[src/rtl/serial_seq_detector.sv]
// Serial pattern detector: registered one-cycle match pulse plus a saturating match counter.
// Define SEQ_OVERLAP_EN to let overlapping occurrences of the pattern each count as a match.
module serial_seq_detector #(
  parameter int unsigned         PAT_W   = 4,
  parameter logic [PAT_W-1:0]    PATTERN = 4'b1011,
  parameter int unsigned         CNT_W   = 8
) (
  input  logic             clk,
  input  logic             rst_n,
  input  logic             din,
  input  logic             din_vld,
  input  logic             clr,
  output logic             match,
  output logic [CNT_W-1:0] count,
  output logic             sat,
  output logic [1:0]       state
);

  localparam int unsigned       FillW    = $clog2(PAT_W + 1);
  localparam logic [FillW-1:0]  FillFull = FillW'(PAT_W);
  localparam logic [CNT_W-1:0]  CountMax = {CNT_W{1'b1}};

  typedef enum logic [1:0] {
    StIdle  = 2'd0,
    StFill  = 2'd1,
    StArmed = 2'd2
  } state_e;

  // Only the newest PAT_W-1 bits are stored; the oldest bit of a window is never needed again.
  logic [PAT_W-2:0] hist_q;
  logic [FillW-1:0] fill_q;
  state_e           state_q;
  logic             match_q;
  logic [CNT_W-1:0] count_q;
  logic             sat_q;

  logic [PAT_W-1:0] window;
  logic [FillW-1:0] fill_inc;
  logic [CNT_W-1:0] count_inc;
  logic             hit;

  always_comb begin
    window    = {hist_q, din};
    fill_inc  = (fill_q == FillFull) ? FillFull : fill_q + FillW'(1);
    count_inc = count_q + CNT_W'(1);
    // fill_inc reaching full means this bit completes a PAT_W-bit window
    hit       = din_vld && (fill_inc == FillFull) && (window == PATTERN);
  end

  always_ff @(posedge clk or negedge rst_n) begin
    if (!rst_n) begin
      hist_q  <= '0;
      fill_q  <= '0;
      state_q <= StIdle;
      match_q <= 1'b0;
      count_q <= '0;
      sat_q   <= 1'b0;
    end else begin
      match_q <= hit;

      if (din_vld) begin
        hist_q <= window[PAT_W-2:0];
        if (hit) begin
`ifdef SEQ_OVERLAP_EN
          fill_q  <= FillFull;
          state_q <= StArmed;
`else
          fill_q  <= '0;
          state_q <= StIdle;
`endif
        end else begin
          fill_q  <= fill_inc;
          state_q <= (fill_inc == FillFull) ? StArmed : StFill;
        end
      end

      if (clr) begin
        count_q <= '0;
        sat_q   <= 1'b0;
      end else if (hit) begin
        if (count_q == CountMax) begin
          sat_q <= 1'b1;
        end else begin
          count_q <= count_inc;
          if (count_inc == CountMax) begin
            sat_q <= 1'b1;
          end
        end
      end
    end
  end

  assign match = match_q;
  assign count = count_q;
  assign sat   = sat_q;
  assign state = state_q;

endmodule

[config.mk]
export PLATFORM = sky130hd
export DESIGN_NAME = serial_seq_detector
export DESIGN_NICKNAME = d
export VERILOG_FILES = /design/src/rtl/serial_seq_detector.sv
export SDC_FILE = /design/constraint.sdc
export NUM_CORES = 1
export LEC_CHECK = 0
export BUFFER_PORTS_ARGS = -buffer_cell sky130_fd_sc_hd__buf_4
export CORE_AREA = 2 2 57 59
export DETAILED_ROUTE_END_ITERATION = 7
export DIE_AREA = 0 0 59 61
export GPL_TIMING_DRIVEN = 0
export PLACE_DENSITY_LB_ADDON = 0.08
export SYNTH_ARGS = -nofsm -noshare
export SYNTH_HDL_FRONTEND = slang
export SYNTH_SLANG_ARGS = --single-unit
[constraint.sdc]
create_clock -name clk -period 2.48 [get_ports clk]
set_input_delay 0.372 -clock clk [delete_from_list [all_inputs] [get_ports clk]]
set_output_delay 0.372 -clock clk [all_outputs]
set_load 0.05 [all_outputs]
==> flow_summary.html, run 1 <==
<table>
<tr><th>Metric</th><th>Value</th></tr>
<tr><th colspan="2">Timing</th></tr>
<tr><td>RSZ-0062 raised after global routing</td><td>no</td></tr>
<tr><td>Minimum clock period</td><td>2.18 ns</td></tr>
<tr><td>Maximum clock frequency</td><td>~0.46 GHz</td></tr>
<tr><td>Final total negative setup slack</td><td>0 ns</td></tr>
<tr><td>Final hold viol count</td><td>0</td></tr>
<tr><td>Post-route fraction of the period consumed by the critical path</td><td>0.877</td></tr>
<tr><td>Pins over their slew limit</td><td>0</td></tr>
<tr><td>Setup violators final</td><td>0</td></tr>
<tr><td>Final setup skew</td><td>0.00333 ns</td></tr>
<tr><td>Slew HR</td><td>0.635</td></tr>
<tr><td>Tightest Pin Transition</td><td>0.546 ns</td></tr>
<tr><th colspan="2">Final layout</th></tr>
<tr><td>Syn-to-layout area delta</td><td>20.1%</td></tr>
<tr><td>Area of the multi-input gates</td><td>roughly 500 um^2</td></tr>
<tr><td>Final net count</td><td>about 120</td></tr>
<tr><td>Fill count</td><td>roughly 290</td></tr>
<tr><td>Diodes inserted</td><td>0</td></tr>
<tr><td>Layout cells sized above 1</td><td>0.272</td></tr>
<tr><td>Number of non-filler instances in the completed layout</td><td>147</td></tr>
<tr><td>Seq. cell area</td><td>450 um^2</td></tr>
<tr><th colspan="2">Yosys</th></tr>
<tr><td>Warnings from Yosys</td><td>0</td></tr>
<tr><td>Top-count cell post-synth</td><td>dfrtp_1</td></tr>
<tr><td>Async set or reset register ratio after synthesis</td><td>1.00</td></tr>
<tr><td>Mapped Nets</td><td>between 100 and 150</td></tr>
<tr><td>Flops &amp; latches, synth</td><td>18</td></tr>
<tr><td>Synthesized cell area</td><td>around 1000 um^2</td></tr>
<tr><td>Post-synth top area share</td><td>0.452</td></tr>
<tr><td>Largest area contributor in the netlist</td><td>dfrtp_1</td></tr>
<tr><td>Part of the Yosys area used for sequential elements</td><td>0.452</td></tr>
<tr><td>Top cells by instance count after synthesis</td><td>18 x dfrtp_1, 9 x nor2_1, 7 x inv_1</td></tr>
<tr><td>Avg Cell Area, Syn</td><td>10.6 um^2</td></tr>
<tr><td>Number of distinct library cells after synthesis</td><td>38</td></tr>
<tr><td>Top_reg_cell synth</td><td>dfrtp_1</td></tr>
<tr><td>Mapped Cells</td><td>94</td></tr>
<tr><td>Dominant cells by area after synthesis</td><td>dfrtp_1 45%, xnor2_1 5.3%, ha_1 5.0%</td></tr>
<tr><td>Number of synthesized flops with an enable pin</td><td>0</td></tr>
<tr><th colspan="2">Global routing</th></tr>
<tr><td>Antenna violations before repair</td><td>0</td></tr>
<tr><td>Global-route wire length before repair</td><td>around 3.4 mm</td></tr>
<tr><td>Via count of the first global-routing pass</td><td>748</td></tr>
<tr><td>Global-route usage over all layers</td><td>0.127</td></tr>
<tr><td>Overflow left after global routing</td><td>0</td></tr>
<tr><td>Maximum number of pins on one net before global-route repair</td><td>19</td></tr>
<tr><th colspan="2">Outcome</th></tr>
<tr><td>Run status</td><td>completed</td></tr>
<tr><th colspan="2">Power and ir drop</th></tr>
<tr><td>Largest vdd supply drop</td><td>330 uV</td></tr>
<tr><td>Power per standard cell area</td><td>706 mW/mm^2</td></tr>
<tr><td>Leakage power</td><td>0.510 nW</td></tr>
<tr><th colspan="2">Clocking</th></tr>
<tr><td>Worst-skew pair later-pin latency</td><td>0.30 ns</td></tr>
<tr><td>Clock edge transition at the registers on the reported setup and hold paths</td><td>0.11 ns</td></tr>
<tr><td>Number of buffers inserted during clock tree synthesis</td><td>3</td></tr>
<tr><td>Clock sinks</td><td>18</td></tr>
<tr><td>Post-cts repair resize count</td><td>0</td></tr>
<tr><td>Clock tree from TritonCTS</td><td>yes</td></tr>
<tr><td>Buffer cell driving the clock tree root</td><td>clkbuf_4</td></tr>
<tr><td>CTS H-tree lvls</td><td>1</td></tr>
<tr><td>Maximum root-to-sink buffer count</td><td>2</td></tr>
<tr><th colspan="2">Drt</th></tr>
<tr><td>Drt initial violations</td><td>30</td></tr>
<tr><td>Via count</td><td>731</td></tr>
<tr><td>Routed wire length per instance</td><td>13.1 um</td></tr>
<tr><td>Top routing layer in use</td><td>met4</td></tr>
<tr><td>DR WL met2</td><td>939 um</td></tr>
<tr><td>Routed wire length</td><td>between 1.5 and 2 mm</td></tr>
<tr><td>Initial DRT Pass Iterations</td><td>3</td></tr>
<tr><td>Routed met3 length</td><td>56 um</td></tr>
<tr><td>Post-detailed-route count of antenna-violating nets</td><td>0</td></tr>
<tr><td>Detail-routed via count per cell</td><td>4.97</td></tr>
<tr><td>Count of unresolved DRC violations after routing</td><td>0</td></tr>
<tr><td>DRT met1 WL</td><td>906 um</td></tr>
<tr><th colspan="2">Setup path</th></tr>
<tr><td>Largest fanout on the critical path</td><td>9</td></tr>
<tr><td>Type of origin of the critical path</td><td>flip-flop</td></tr>
<tr><td>Category of the worst setup path capture point</td><td>flip-flop</td></tr>
<tr><td>Worst Path Arrival</td><td>2.37 ns</td></tr>
<tr><td>Setup CP Type</td><td>reg -&gt; reg</td></tr>
<tr><td>Req. time, crit path</td><td>2.67 ns</td></tr>
<tr><td>Flop2flop setup slack</td><td>0.30 ns</td></tr>
<tr><th colspan="2">Floorplan</th></tr>
<tr><td>Site Rows</td><td>20</td></tr>
<tr><td>Total die area</td><td>about 0.0036 mm^2</td></tr>
<tr><td>Core outline area</td><td>0.00295 mm^2</td></tr>
<tr><td>Initial cell density of the core</td><td>0.338</td></tr>
<tr><td>Die W</td><td>59 um</td></tr>
<tr><td>Vert. Die Dim</td><td>between 60 and 70 um</td></tr>
<tr><td>Boundary Pins</td><td>17</td></tr>
<tr><th colspan="2">Placement</th></tr>
<tr><td>Final RePlAce weighted congestion</td><td>0.742</td></tr>
<tr><td>HPWL after DPL</td><td>1.42 mm</td></tr>
<tr><td>Count of input and output buffers</td><td>15</td></tr>
<tr><td>Inst Count DP</td><td>142</td></tr>
<tr><th colspan="2">Min path</th></tr>
<tr><td>Hold Path Class</td><td>in -&gt; reg</td></tr>
<tr><th colspan="2">Run</th></tr>
<tr><td>Max-cap violation count</td><td>0</td></tr>
</table>
-- repair_timing --
action,CTS,global route
endpoints found under the hold margin,18,0
buffers inserted,0,0
hold buffers,1,0
-- where the power goes --
| part | switching [mW] | total (mW) | internal [mW] |
|---|---|---|---|
| Combinational | 0.167 | 0.287 | 0.120 |
| Sequential | 0.0339 | 0.373 | 0.339 |
| Clock | 0.0961 | 0.186 | 0.0895 |
| Total | 0.297 | 0.845 | 0.548 |
-- flip-flops by register name, summed over array words and instances, names as in the netlist --
register,flops
count,8
fill_q,3
hist_q,3
state,2
match,1
sat,1
-- placed cells by master (no fill, tap or decap), types with 3 or more instances in the layout --
cell type	netlist	final
a21oi_1	5	5
buf_4	1	16
clkbuf_4	0	3
dfrtp_1	18	18
ha_1	4	4
inv_1	7	7
mux2_2	3	3
nand2_1	4	4
nand3_1	5	5
nor2_1	9	9
xnor2_1	6	6
-- cell type report --
cell class | instances | share of cell area
multi-input combinational | 66 | 0.416
sequential | 18 | 0.376
timing repair buffer | 16 | 0.102
tap | 33 | 0.0345
clock buffer | 4 | 0.0303
inverter | 7 | 0.0219
buffer | 3 | 0.0188
-- metal layers --
layer / global-route usage / up-vias
met5: 0 / -
met4: 0.0487 / 0
met3: 0.0384 / 4
met2: 0.214 / 10
met1: 0.152 / 346
li1: - / 371
-- worst max-delay path, stage by stage (launching register included) --
cell	delay, ns
dfrtp_1	0.39
inv_1	0.08
ha_1	0.32
o32a_1	0.37
buf_6	0.15
nor4_4	0.33
nand3_2	0.12
mux2_4	0.31
-- cell families after synthesis --
family / share of synthesized area
and+or+nand+nor: 0.237
AOI/OAI and AO/OA: 0.0916
buffers and inverters: 0.0489
DFF: 0.452
xor gates and xnor gates: 0.0615
adders and majority gates: 0.0502
muxes: 0.0590
-- path summary, 6_finish.rpt --
| kind | start | to | depth (start not counted) |
|---|---|---|---|
| max | fill_q[0] | count[7] | 7 |
| min | clr | count[2] | 2 |
| max reg2reg | fill_q[0] | count[7] | 7 |
| min reg2reg | state[1] | state[1] | 1 |
| max in group asynchronous | rst_n | sat | 2 |
| min in group asynchronous | rst_n | count[1] | 2 |
-- through the flow --
step           hold slack, ns  setup slack [ns]  power [mW]   util  cell area, um^2
6_report                0.304             0.304       0.845  0.406             1200
3_3_place_gp            0.262             0.327       0.666  0.390             1150
4_1_cts                 0.300             0.292       0.861  0.406             1200
3_5_place_dp            0.262             0.325       0.670  0.390             1150
2_1_floorplan          0.0764             0.299       0.598      -              997
5_1_grt                 0.301             0.195       0.904  0.406             1200
Power figures use the tool's default switching activity.
==> run 2, diff against run 1 <==
- PLACE_DENSITY: unset -> 0.54
- PLACE_DENSITY_LB_ADDON: 0.08 -> unset
==> run 2 against run 1 <==
  * Sequential power is essentially flat
  * Routed wire length increased by 2.0%
  * Via count grew 1.5%
  * Non-clock buffer count did not move
==> flow_summary.html, run 2 (synthesis results as in run 1) <==
<table>
<tr><th>Metric</th><th>Value</th></tr>
<tr><th colspan="2">Outcome</th></tr>
<tr><td>Run status</td><td>completed</td></tr>
<tr><th colspan="2">Timing</th></tr>
<tr><td>Tightest Pin Transition</td><td>between 0.5 and 0.6 ns</td></tr>
<tr><td>Post-route fraction of the period consumed by the critical path</td><td>0.883</td></tr>
<tr><td>Final setup skew</td><td>roughly 0.0042 ns</td></tr>
<tr><td>Worst hold-check slack</td><td>0.300 ns</td></tr>
<tr><td>Final total negative setup slack</td><td>0 ns</td></tr>
<tr><td>Minimum clock period</td><td>2.19 ns</td></tr>
<tr><td>Slew HR</td><td>0.635</td></tr>
<tr><td>Pins over their slew limit</td><td>0</td></tr>
<tr><td>RSZ-0062 raised after global routing</td><td>no</td></tr>
<tr><td>Final hold viol count</td><td>0</td></tr>
<tr><td>Maximum clock frequency</td><td>around 0.46 GHz</td></tr>
<tr><td>Setup violators final</td><td>0</td></tr>
<tr><th colspan="2">Drt</th></tr>
<tr><td>Via count</td><td>742</td></tr>
<tr><td>Initial DRT Pass Iterations</td><td>4</td></tr>
<tr><td>Routed wire length per instance</td><td>around 13 um</td></tr>
<tr><td>Drt initial violations</td><td>13</td></tr>
<tr><td>Routed wire length</td><td>1.97 mm</td></tr>
<tr><td>Post-detailed-route count of antenna-violating nets</td><td>0</td></tr>
<tr><td>Detail-routed via count per cell</td><td>5.05</td></tr>
<tr><td>Count of unresolved DRC violations after routing</td><td>0</td></tr>
<tr><th colspan="2">Clocking</th></tr>
<tr><td>Number of buffers inserted by post-CTS setup repair</td><td>0</td></tr>
<tr><td>CTS H-tree lvls</td><td>1</td></tr>
<tr><td>Maximum root-to-sink buffer count</td><td>2</td></tr>
<tr><td>Clock tree from TritonCTS</td><td>yes</td></tr>
<tr><td>Buffer cell driving the clock tree root</td><td>clkbuf_4</td></tr>
<tr><td>Clock edge transition at the registers on the reported setup and hold paths</td><td>0.11 ns</td></tr>
<tr><td>Clock sinks</td><td>18</td></tr>
<tr><td>Number of buffers inserted during clock tree synthesis</td><td>3</td></tr>
<tr><td>Worst-skew pair later-pin latency</td><td>0.30 ns</td></tr>
<tr><th colspan="2">Global routing</th></tr>
<tr><td>Via count of the first global-routing pass</td><td>between 700 and 800</td></tr>
<tr><td>Maximum number of pins on one net before global-route repair</td><td>19</td></tr>
<tr><td>Global-route wire length before repair</td><td>3.31 mm</td></tr>
<tr><td>Global-route usage over all layers</td><td>0.125</td></tr>
<tr><td>Antenna violations before repair</td><td>0</td></tr>
<tr><td>Overflow left after global routing</td><td>0</td></tr>
<tr><th colspan="2">Final layout</th></tr>
<tr><td>Final net count</td><td>124</td></tr>
<tr><td>Layout cells sized above 1</td><td>0.272</td></tr>
<tr><td>Most common cell after layout, fill and taps aside</td><td>dfrtp_1</td></tr>
<tr><td>Syn-to-layout area delta</td><td>20.1%</td></tr>
<tr><td>Most frequent cells in the layout</td><td>18 x dfrtp_1, 16 x buf_4, 9 x nor2_1, 7 x inv_1, 6 x xnor2_1</td></tr>
<tr><td>End-of-flow core utilization</td><td>0.406</td></tr>
<tr><td>Fill count</td><td>roughly 300</td></tr>
<tr><td>Diodes inserted</td><td>0</td></tr>
<tr><td>Largest register FFs</td><td>8</td></tr>
<tr><th colspan="2">Power and ir drop</th></tr>
<tr><td>Portion of total power attributed to combinational logic</td><td>0.339</td></tr>
<tr><td>Power per standard cell area</td><td>716 mW/mm^2</td></tr>
<tr><td>Clk pwr share</td><td>0.222</td></tr>
<tr><td>Int Pwr</td><td>approximately 0.55 mW</td></tr>
<tr><td>Switching Share</td><td>0.360</td></tr>
<tr><td>Leakage power</td><td>around 0.51 nW</td></tr>
<tr><td>Net load switching power</td><td>0.309 mW</td></tr>
<tr><td>Sequential share of power</td><td>0.439</td></tr>
<tr><td>Largest vdd supply drop</td><td>676 uV</td></tr>
<tr><th colspan="2">Setup path</th></tr>
<tr><td>Largest fanout on the critical path</td><td>9</td></tr>
<tr><td>Flop2flop setup slack</td><td>slightly below 0.3 ns</td></tr>
<tr><td>Setup crit start</td><td>fill_q[0]</td></tr>
<tr><td>End point of the critical path</td><td>count[7]</td></tr>
<tr><td>Setup CP Type</td><td>reg -&gt; reg</td></tr>
<tr><td>Cell count of the worst reg-to-reg path</td><td>7</td></tr>
<tr><td>Reg2reg end</td><td>count[7]</td></tr>
<tr><td>Critical R2R Launch</td><td>fill_q[0]</td></tr>
<tr><td>Category of the worst setup path capture point</td><td>flip-flop</td></tr>
<tr><td>Type of origin of the critical path</td><td>flip-flop</td></tr>
<tr><td>Req. time, crit path</td><td>2.68 ns</td></tr>
<tr><td>Worst Path Arrival</td><td>2.39 ns</td></tr>
<tr><th colspan="2">Floorplan</th></tr>
<tr><td>Boundary Pins</td><td>17</td></tr>
<tr><td>Core outline area</td><td>0.00295 mm^2</td></tr>
<tr><td>Vert. Die Dim</td><td>61 um</td></tr>
<tr><td>Site Rows</td><td>20</td></tr>
<tr><td>Total die area</td><td>about 0.0036 mm^2</td></tr>
<tr><td>Die W</td><td>59 um</td></tr>
<tr><td>Initial cell density of the core</td><td>0.338</td></tr>
<tr><th colspan="2">Placement</th></tr>
<tr><td>Count of input and output buffers</td><td>15</td></tr>
<tr><td>HPWL after DPL</td><td>1.41 mm</td></tr>
<tr><td>Final RePlAce weighted congestion</td><td>slightly above 0.7</td></tr>
<tr><th colspan="2">Min path</th></tr>
<tr><td>Hold Path Class</td><td>in -&gt; reg</td></tr>
<tr><td>Depth of the worst hold-timing path</td><td>2</td></tr>
<tr><th colspan="2">Run</th></tr>
<tr><td>Max-cap violation count</td><td>0</td></tr>
</table>
## run 2: cell counts in the layout (fill, tap and decap cells not counted)
No cell type changed its count.
## run 2: how the worst min path moves through the flow
| stage | startpoint | slack, ns | endpoint |
|---|---|---|---|
| final | clr | 0.30 | count[4] |
| after global routing | clr | 0.29 | count[5] |
| after CTS | clr | 0.29 | count[4] |
| after detailed placement | rst_n | 0.26 | count[2] |
| after global placement | rst_n | 0.26 | count[2] |
| after floorplan | rst_n | 0.08 | count[0] |
## run 2: metrics by stage
step | instances | worst slack, ns | power [mW] | instance area (um^2)
2_1_floorplan | 94 | 0.299 | 0.598 | 997
6_report | 147 | 0.291 | 0.857 | 1200
5_1_grt | 147 | 0.169 | 0.913 | 1200
4_1_cts | 147 | 0.274 | 0.872 | 1200
3_3_place_gp | 142 | 0.336 | 0.665 | 1150
3_5_place_dp | 142 | 0.295 | 0.674 | 1150
## run 2: layer usage
metal | share of wire | vias up | wire length (um) | global-route usage
met1 | 0.45 | 356 | 887 | 0.152
met4 | 0.0076 | 0 | 15 | 0.0292
met3 | 0.042 | 2 | 82 | 0.0384
met5 | 0 | - | 0 | 0
met2 | 0.50 | 15 | 980 | 0.216
li1 | - | 369 | - | -
## run 2: final cells by class
cell class / count / area [um^2] / area share
multi-input combinational: 66 / 498 / 0.416
inverter: 7 / 26.3 / 0.0219
tap: 33 / 41.3 / 0.0345
clock buffer: 4 / 36.3 / 0.0303
sequential: 18 / 450 / 0.376
timing repair buffer: 16 / 123 / 0.102
buffer: 3 / 22.5 / 0.0188
## run 2: what timing repair did
action | CTS | global route
gates resized for setup | 0 | 0
endpoints found under the hold margin | 18 | 0
hold buffers | 1 | 0
## run 2: power by group through the flow
| stage | logic [mW] | registers, mW | clock network [mW] |
|---|---|---|---|
| 2_1_floorplan | 0.179 | 0.419 | 0 |
| 3_3_place_gp | 0.287 | 0.379 | 0 |
| 3_5_place_dp | 0.294 | 0.380 | 0 |
| 4_1_cts | 0.296 | 0.376 | 0.200 |
| 5_1_grt | 0.319 | 0.384 | 0.210 |
| 6_report | 0.291 | 0.376 | 0.190 |
## run 2: worst max-delay path, stage by stage, from the launching register on
cell and delay [ns]:
dfrtp_1 0.40, inv_1 0.09, ha_1 0.33, o32a_1 0.36, buf_6 0.15, nor4_4 0.33
nand3_2 0.12, mux2_4 0.30
==> run 3, diff against run 2 <==
- PLACE_DENSITY: 0.54 -> unset
- PLACE_DENSITY_LB_ADDON: unset -> 0.05
==> run 3 against run 2 <==
  * Critical path depth unchanged
  * Via count decreased by 1.6%
  * Global-route usage decreased by 0.27 points
  * Register-to-register slack improved by 0.04 ns
  * Clock power about the same
  * Sequential share of layout area unchanged
  * Sequential power about the same
==> flow_summary.html, run 3 (synthesis results as in run 1) <==
<table>
<tr><th>Metric</th><th>Value</th></tr>
<tr><th colspan="2">Min path</th></tr>
<tr><td>Hold worst-path end</td><td>count[4]</td></tr>
<tr><td>Depth of the worst hold-timing path</td><td>2</td></tr>
<tr><td>Hold Path Class</td><td>in -&gt; reg</td></tr>
<tr><td>HP Start</td><td>clr</td></tr>
<tr><th colspan="2">Floorplan</th></tr>
<tr><td>Initial cell density of the core</td><td>0.338</td></tr>
<tr><td>Die W</td><td>59 um</td></tr>
<tr><td>Boundary Pins</td><td>17</td></tr>
<tr><td>Site Rows</td><td>20</td></tr>
<tr><td>Core outline area</td><td>between 0.002 and 0.003 mm^2</td></tr>
<tr><td>Total die area</td><td>between 0.003 and 0.004 mm^2</td></tr>
<tr><td>Vert. Die Dim</td><td>roughly 61 um</td></tr>
<tr><th colspan="2">Final layout</th></tr>
<tr><td>Total non-filler cell area in the finished layout</td><td>around 0.0012 mm^2</td></tr>
<tr><td>Diodes inserted</td><td>0</td></tr>
<tr><td>Most frequent cells in the layout</td><td>18 x dfrtp_1, 16 x buf_4, 9 x nor2_1, 7 x inv_1, 6 x xnor2_1</td></tr>
<tr><td>Layout cells sized above 1</td><td>0.272</td></tr>
<tr><td>Final net count</td><td>124</td></tr>
<tr><td>Most common cell after layout, fill and taps aside</td><td>dfrtp_1</td></tr>
<tr><td>Largest register FFs</td><td>8</td></tr>
<tr><td>Syn-to-layout area delta</td><td>20.1%</td></tr>
<tr><th colspan="2">Drt</th></tr>
<tr><td>Count of unresolved DRC violations after routing</td><td>0</td></tr>
<tr><td>Detail-routed via count per cell</td><td>4.97</td></tr>
<tr><td>Post-detailed-route count of antenna-violating nets</td><td>0</td></tr>
<tr><td>Routed wire length</td><td>between 1.5 and 2 mm</td></tr>
<tr><td>Routed wire length per instance</td><td>13.3 um</td></tr>
<tr><td>Initial DRT Pass Iterations</td><td>4</td></tr>
<tr><td>Via count</td><td>730</td></tr>
<tr><td>Drt initial violations</td><td>26</td></tr>
<tr><th colspan="2">Placement</th></tr>
<tr><td>Count of input and output buffers</td><td>15</td></tr>
<tr><td>Placed Instance Area</td><td>0.00115 mm^2</td></tr>
<tr><td>Pre-CTS worst setup slack</td><td>0.328 ns</td></tr>
<tr><td>Final RePlAce weighted congestion</td><td>0.759</td></tr>
<tr><td>HPWL after DPL</td><td>1.38 mm</td></tr>
<tr><th colspan="2">Setup path</th></tr>
<tr><td>Category of the worst setup path capture point</td><td>flip-flop</td></tr>
<tr><td>Critical R2R Launch</td><td>fill_q[0]</td></tr>
<tr><td>Worst Path Arrival</td><td>about 2.4 ns</td></tr>
<tr><td>Reg2reg end</td><td>count[7]</td></tr>
<tr><td>Type of origin of the critical path</td><td>flip-flop</td></tr>
<tr><td>Req. time, crit path</td><td>2.69 ns</td></tr>
<tr><td>Largest fanout on the critical path</td><td>9</td></tr>
<tr><td>Cell count of the worst reg-to-reg path</td><td>7</td></tr>
<tr><td>Flop2flop setup slack</td><td>0.33 ns</td></tr>
<tr><td>Setup CP Type</td><td>reg -&gt; reg</td></tr>
<tr><th colspan="2">Global routing</th></tr>
<tr><td>Via count of the first global-routing pass</td><td>686</td></tr>
<tr><td>Global-route usage over all layers</td><td>0.122</td></tr>
<tr><td>Global-route wire length before repair</td><td>between 3 and 4 mm</td></tr>
<tr><td>Overflow left after global routing</td><td>0</td></tr>
<tr><td>Antenna violations before repair</td><td>0</td></tr>
<tr><td>Maximum number of pins on one net before global-route repair</td><td>19</td></tr>
<tr><th colspan="2">Timing</th></tr>
<tr><td>Post-route fraction of the period consumed by the critical path</td><td>0.865</td></tr>
<tr><td>Maximum clock frequency</td><td>0.466 GHz</td></tr>
<tr><td>Fin worst setup slack</td><td>between 0.3 and 0.4 ns</td></tr>
<tr><td>Final total negative setup slack</td><td>0 ns</td></tr>
<tr><td>Slew HR</td><td>0.636</td></tr>
<tr><td>Minimum clock period</td><td>2.15 ns</td></tr>
<tr><td>Pins over their slew limit</td><td>0</td></tr>
<tr><td>Tightest Pin Transition</td><td>0.544 ns</td></tr>
<tr><td>Final hold viol count</td><td>0</td></tr>
<tr><td>RSZ-0062 raised after global routing</td><td>no</td></tr>
<tr><td>Setup violators final</td><td>0</td></tr>
<tr><td>Final setup skew</td><td>0.0146 ns</td></tr>
<tr><th colspan="2">Power and ir drop</th></tr>
<tr><td>Leakage power</td><td>between 0.5 and 0.6 nW</td></tr>
<tr><td>Sequential share of power</td><td>0.438</td></tr>
<tr><td>Net load switching power</td><td>0.306 mW</td></tr>
<tr><td>Clk pwr share</td><td>0.224</td></tr>
<tr><td>Largest vdd supply drop</td><td>between 400 and 500 uV</td></tr>
<tr><td>Portion of total power attributed to combinational logic</td><td>0.338</td></tr>
<tr><td>Int Pwr</td><td>0.548 mW</td></tr>
<tr><td>Switching Share</td><td>0.358</td></tr>
<tr><td>Power per standard cell area</td><td>713 mW/mm^2</td></tr>
<tr><th colspan="2">Outcome</th></tr>
<tr><td>Run status</td><td>completed</td></tr>
<tr><th colspan="2">Run</th></tr>
<tr><td>Max-cap violation count</td><td>0</td></tr>
<tr><th colspan="2">Clocking</th></tr>
<tr><td>Hold_buf cts</td><td>1</td></tr>
<tr><td>Post-cts repair resize count</td><td>0</td></tr>
<tr><td>Maximum root-to-sink buffer count</td><td>2</td></tr>
<tr><td>Clock tree from TritonCTS</td><td>yes</td></tr>
<tr><td>Worst-skew pair later-pin latency</td><td>0.31 ns</td></tr>
<tr><td>Clock edge transition at the registers on the reported setup and hold paths</td><td>0.12 ns</td></tr>
<tr><td>CTS H-tree lvls</td><td>1</td></tr>
<tr><td>Clock sinks</td><td>18</td></tr>
<tr><td>Number of buffers inserted during clock tree synthesis</td><td>3</td></tr>
<tr><td>Number of buffers inserted by post-CTS setup repair</td><td>0</td></tr>
<tr><td>Buffer cell driving the clock tree root</td><td>clkbuf_4</td></tr>
</table>
## run 3: cell counts in the layout (fill, tap and decap cells not counted)
No cell type changed its count.
## run 3: cell type report
type | count | area, um^2
Timing Repair Buffer | 16 | 123
Sequential cell | 18 | 450
Inverter | 7 | 26.3
Clock buffer | 4 | 36.3
Buffer | 3 | 22.5
Multi-Input combinational cell | 66 | 498
Tap cell | 33 | 41.3
Fill cell | 294 | 1760
## run 3: worst max path at each step
stage              start  endpoint  slack (ns)  cells past startpoint
2_1_floorplan   count[0]  count[7]        0.30                      6
3_3_place_gp   fill_q[0]  count[7]        0.32                      7
3_5_place_dp   fill_q[0]  count[7]        0.33                      7
4_1_cts        fill_q[0]  count[7]        0.31                      7
5_1_grt        fill_q[0]  count[7]        0.19                      7
6_report       fill_q[0]  count[7]        0.33                      7
## run 3: layer usage
layer  share of wire  track usage  up-vias  routed length, um
met1            0.47        0.145      342                909
met2            0.48        0.211       15                936
met4          0.0092       0.0390        0                 18
met3           0.045       0.0384        2                 87
met5               0            0        -                  0
li1                -            -      371                  -
## run 3: critical path: stages (launching register included)
cell and delay [ns]:
dfrtp_1 0.39, inv_1 0.08, ha_1 0.33, o32a_1 0.36
buf_6 0.15, nor4_4 0.32, nand3_2 0.12, mux2_4 0.31
## run 3: power groups by stage
stage | Clock (mW) | Sequential, mW | Combinational (mW)
2_1_floorplan | 0 | 0.419 | 0.179
3_3_place_gp | 0 | 0.378 | 0.290
3_5_place_dp | 0 | 0.379 | 0.293
4_1_cts | 0.203 | 0.374 | 0.294
5_1_grt | 0.211 | 0.381 | 0.320
6_report | 0.191 | 0.374 | 0.288
## run 3: per-stage QoR
stage | std cells | hold slack [ns] | total power, mW | utilization
final | 147 | 0.294 | 0.854 | 0.406
after floorplan | 94 | 0.0764 | 0.598 | -
after global placement | 142 | 0.265 | 0.668 | 0.390
after CTS | 147 | 0.285 | 0.872 | 0.406
after detailed placement | 142 | 0.262 | 0.672 | 0.390
after global routing | 147 | 0.301 | 0.913 | 0.406
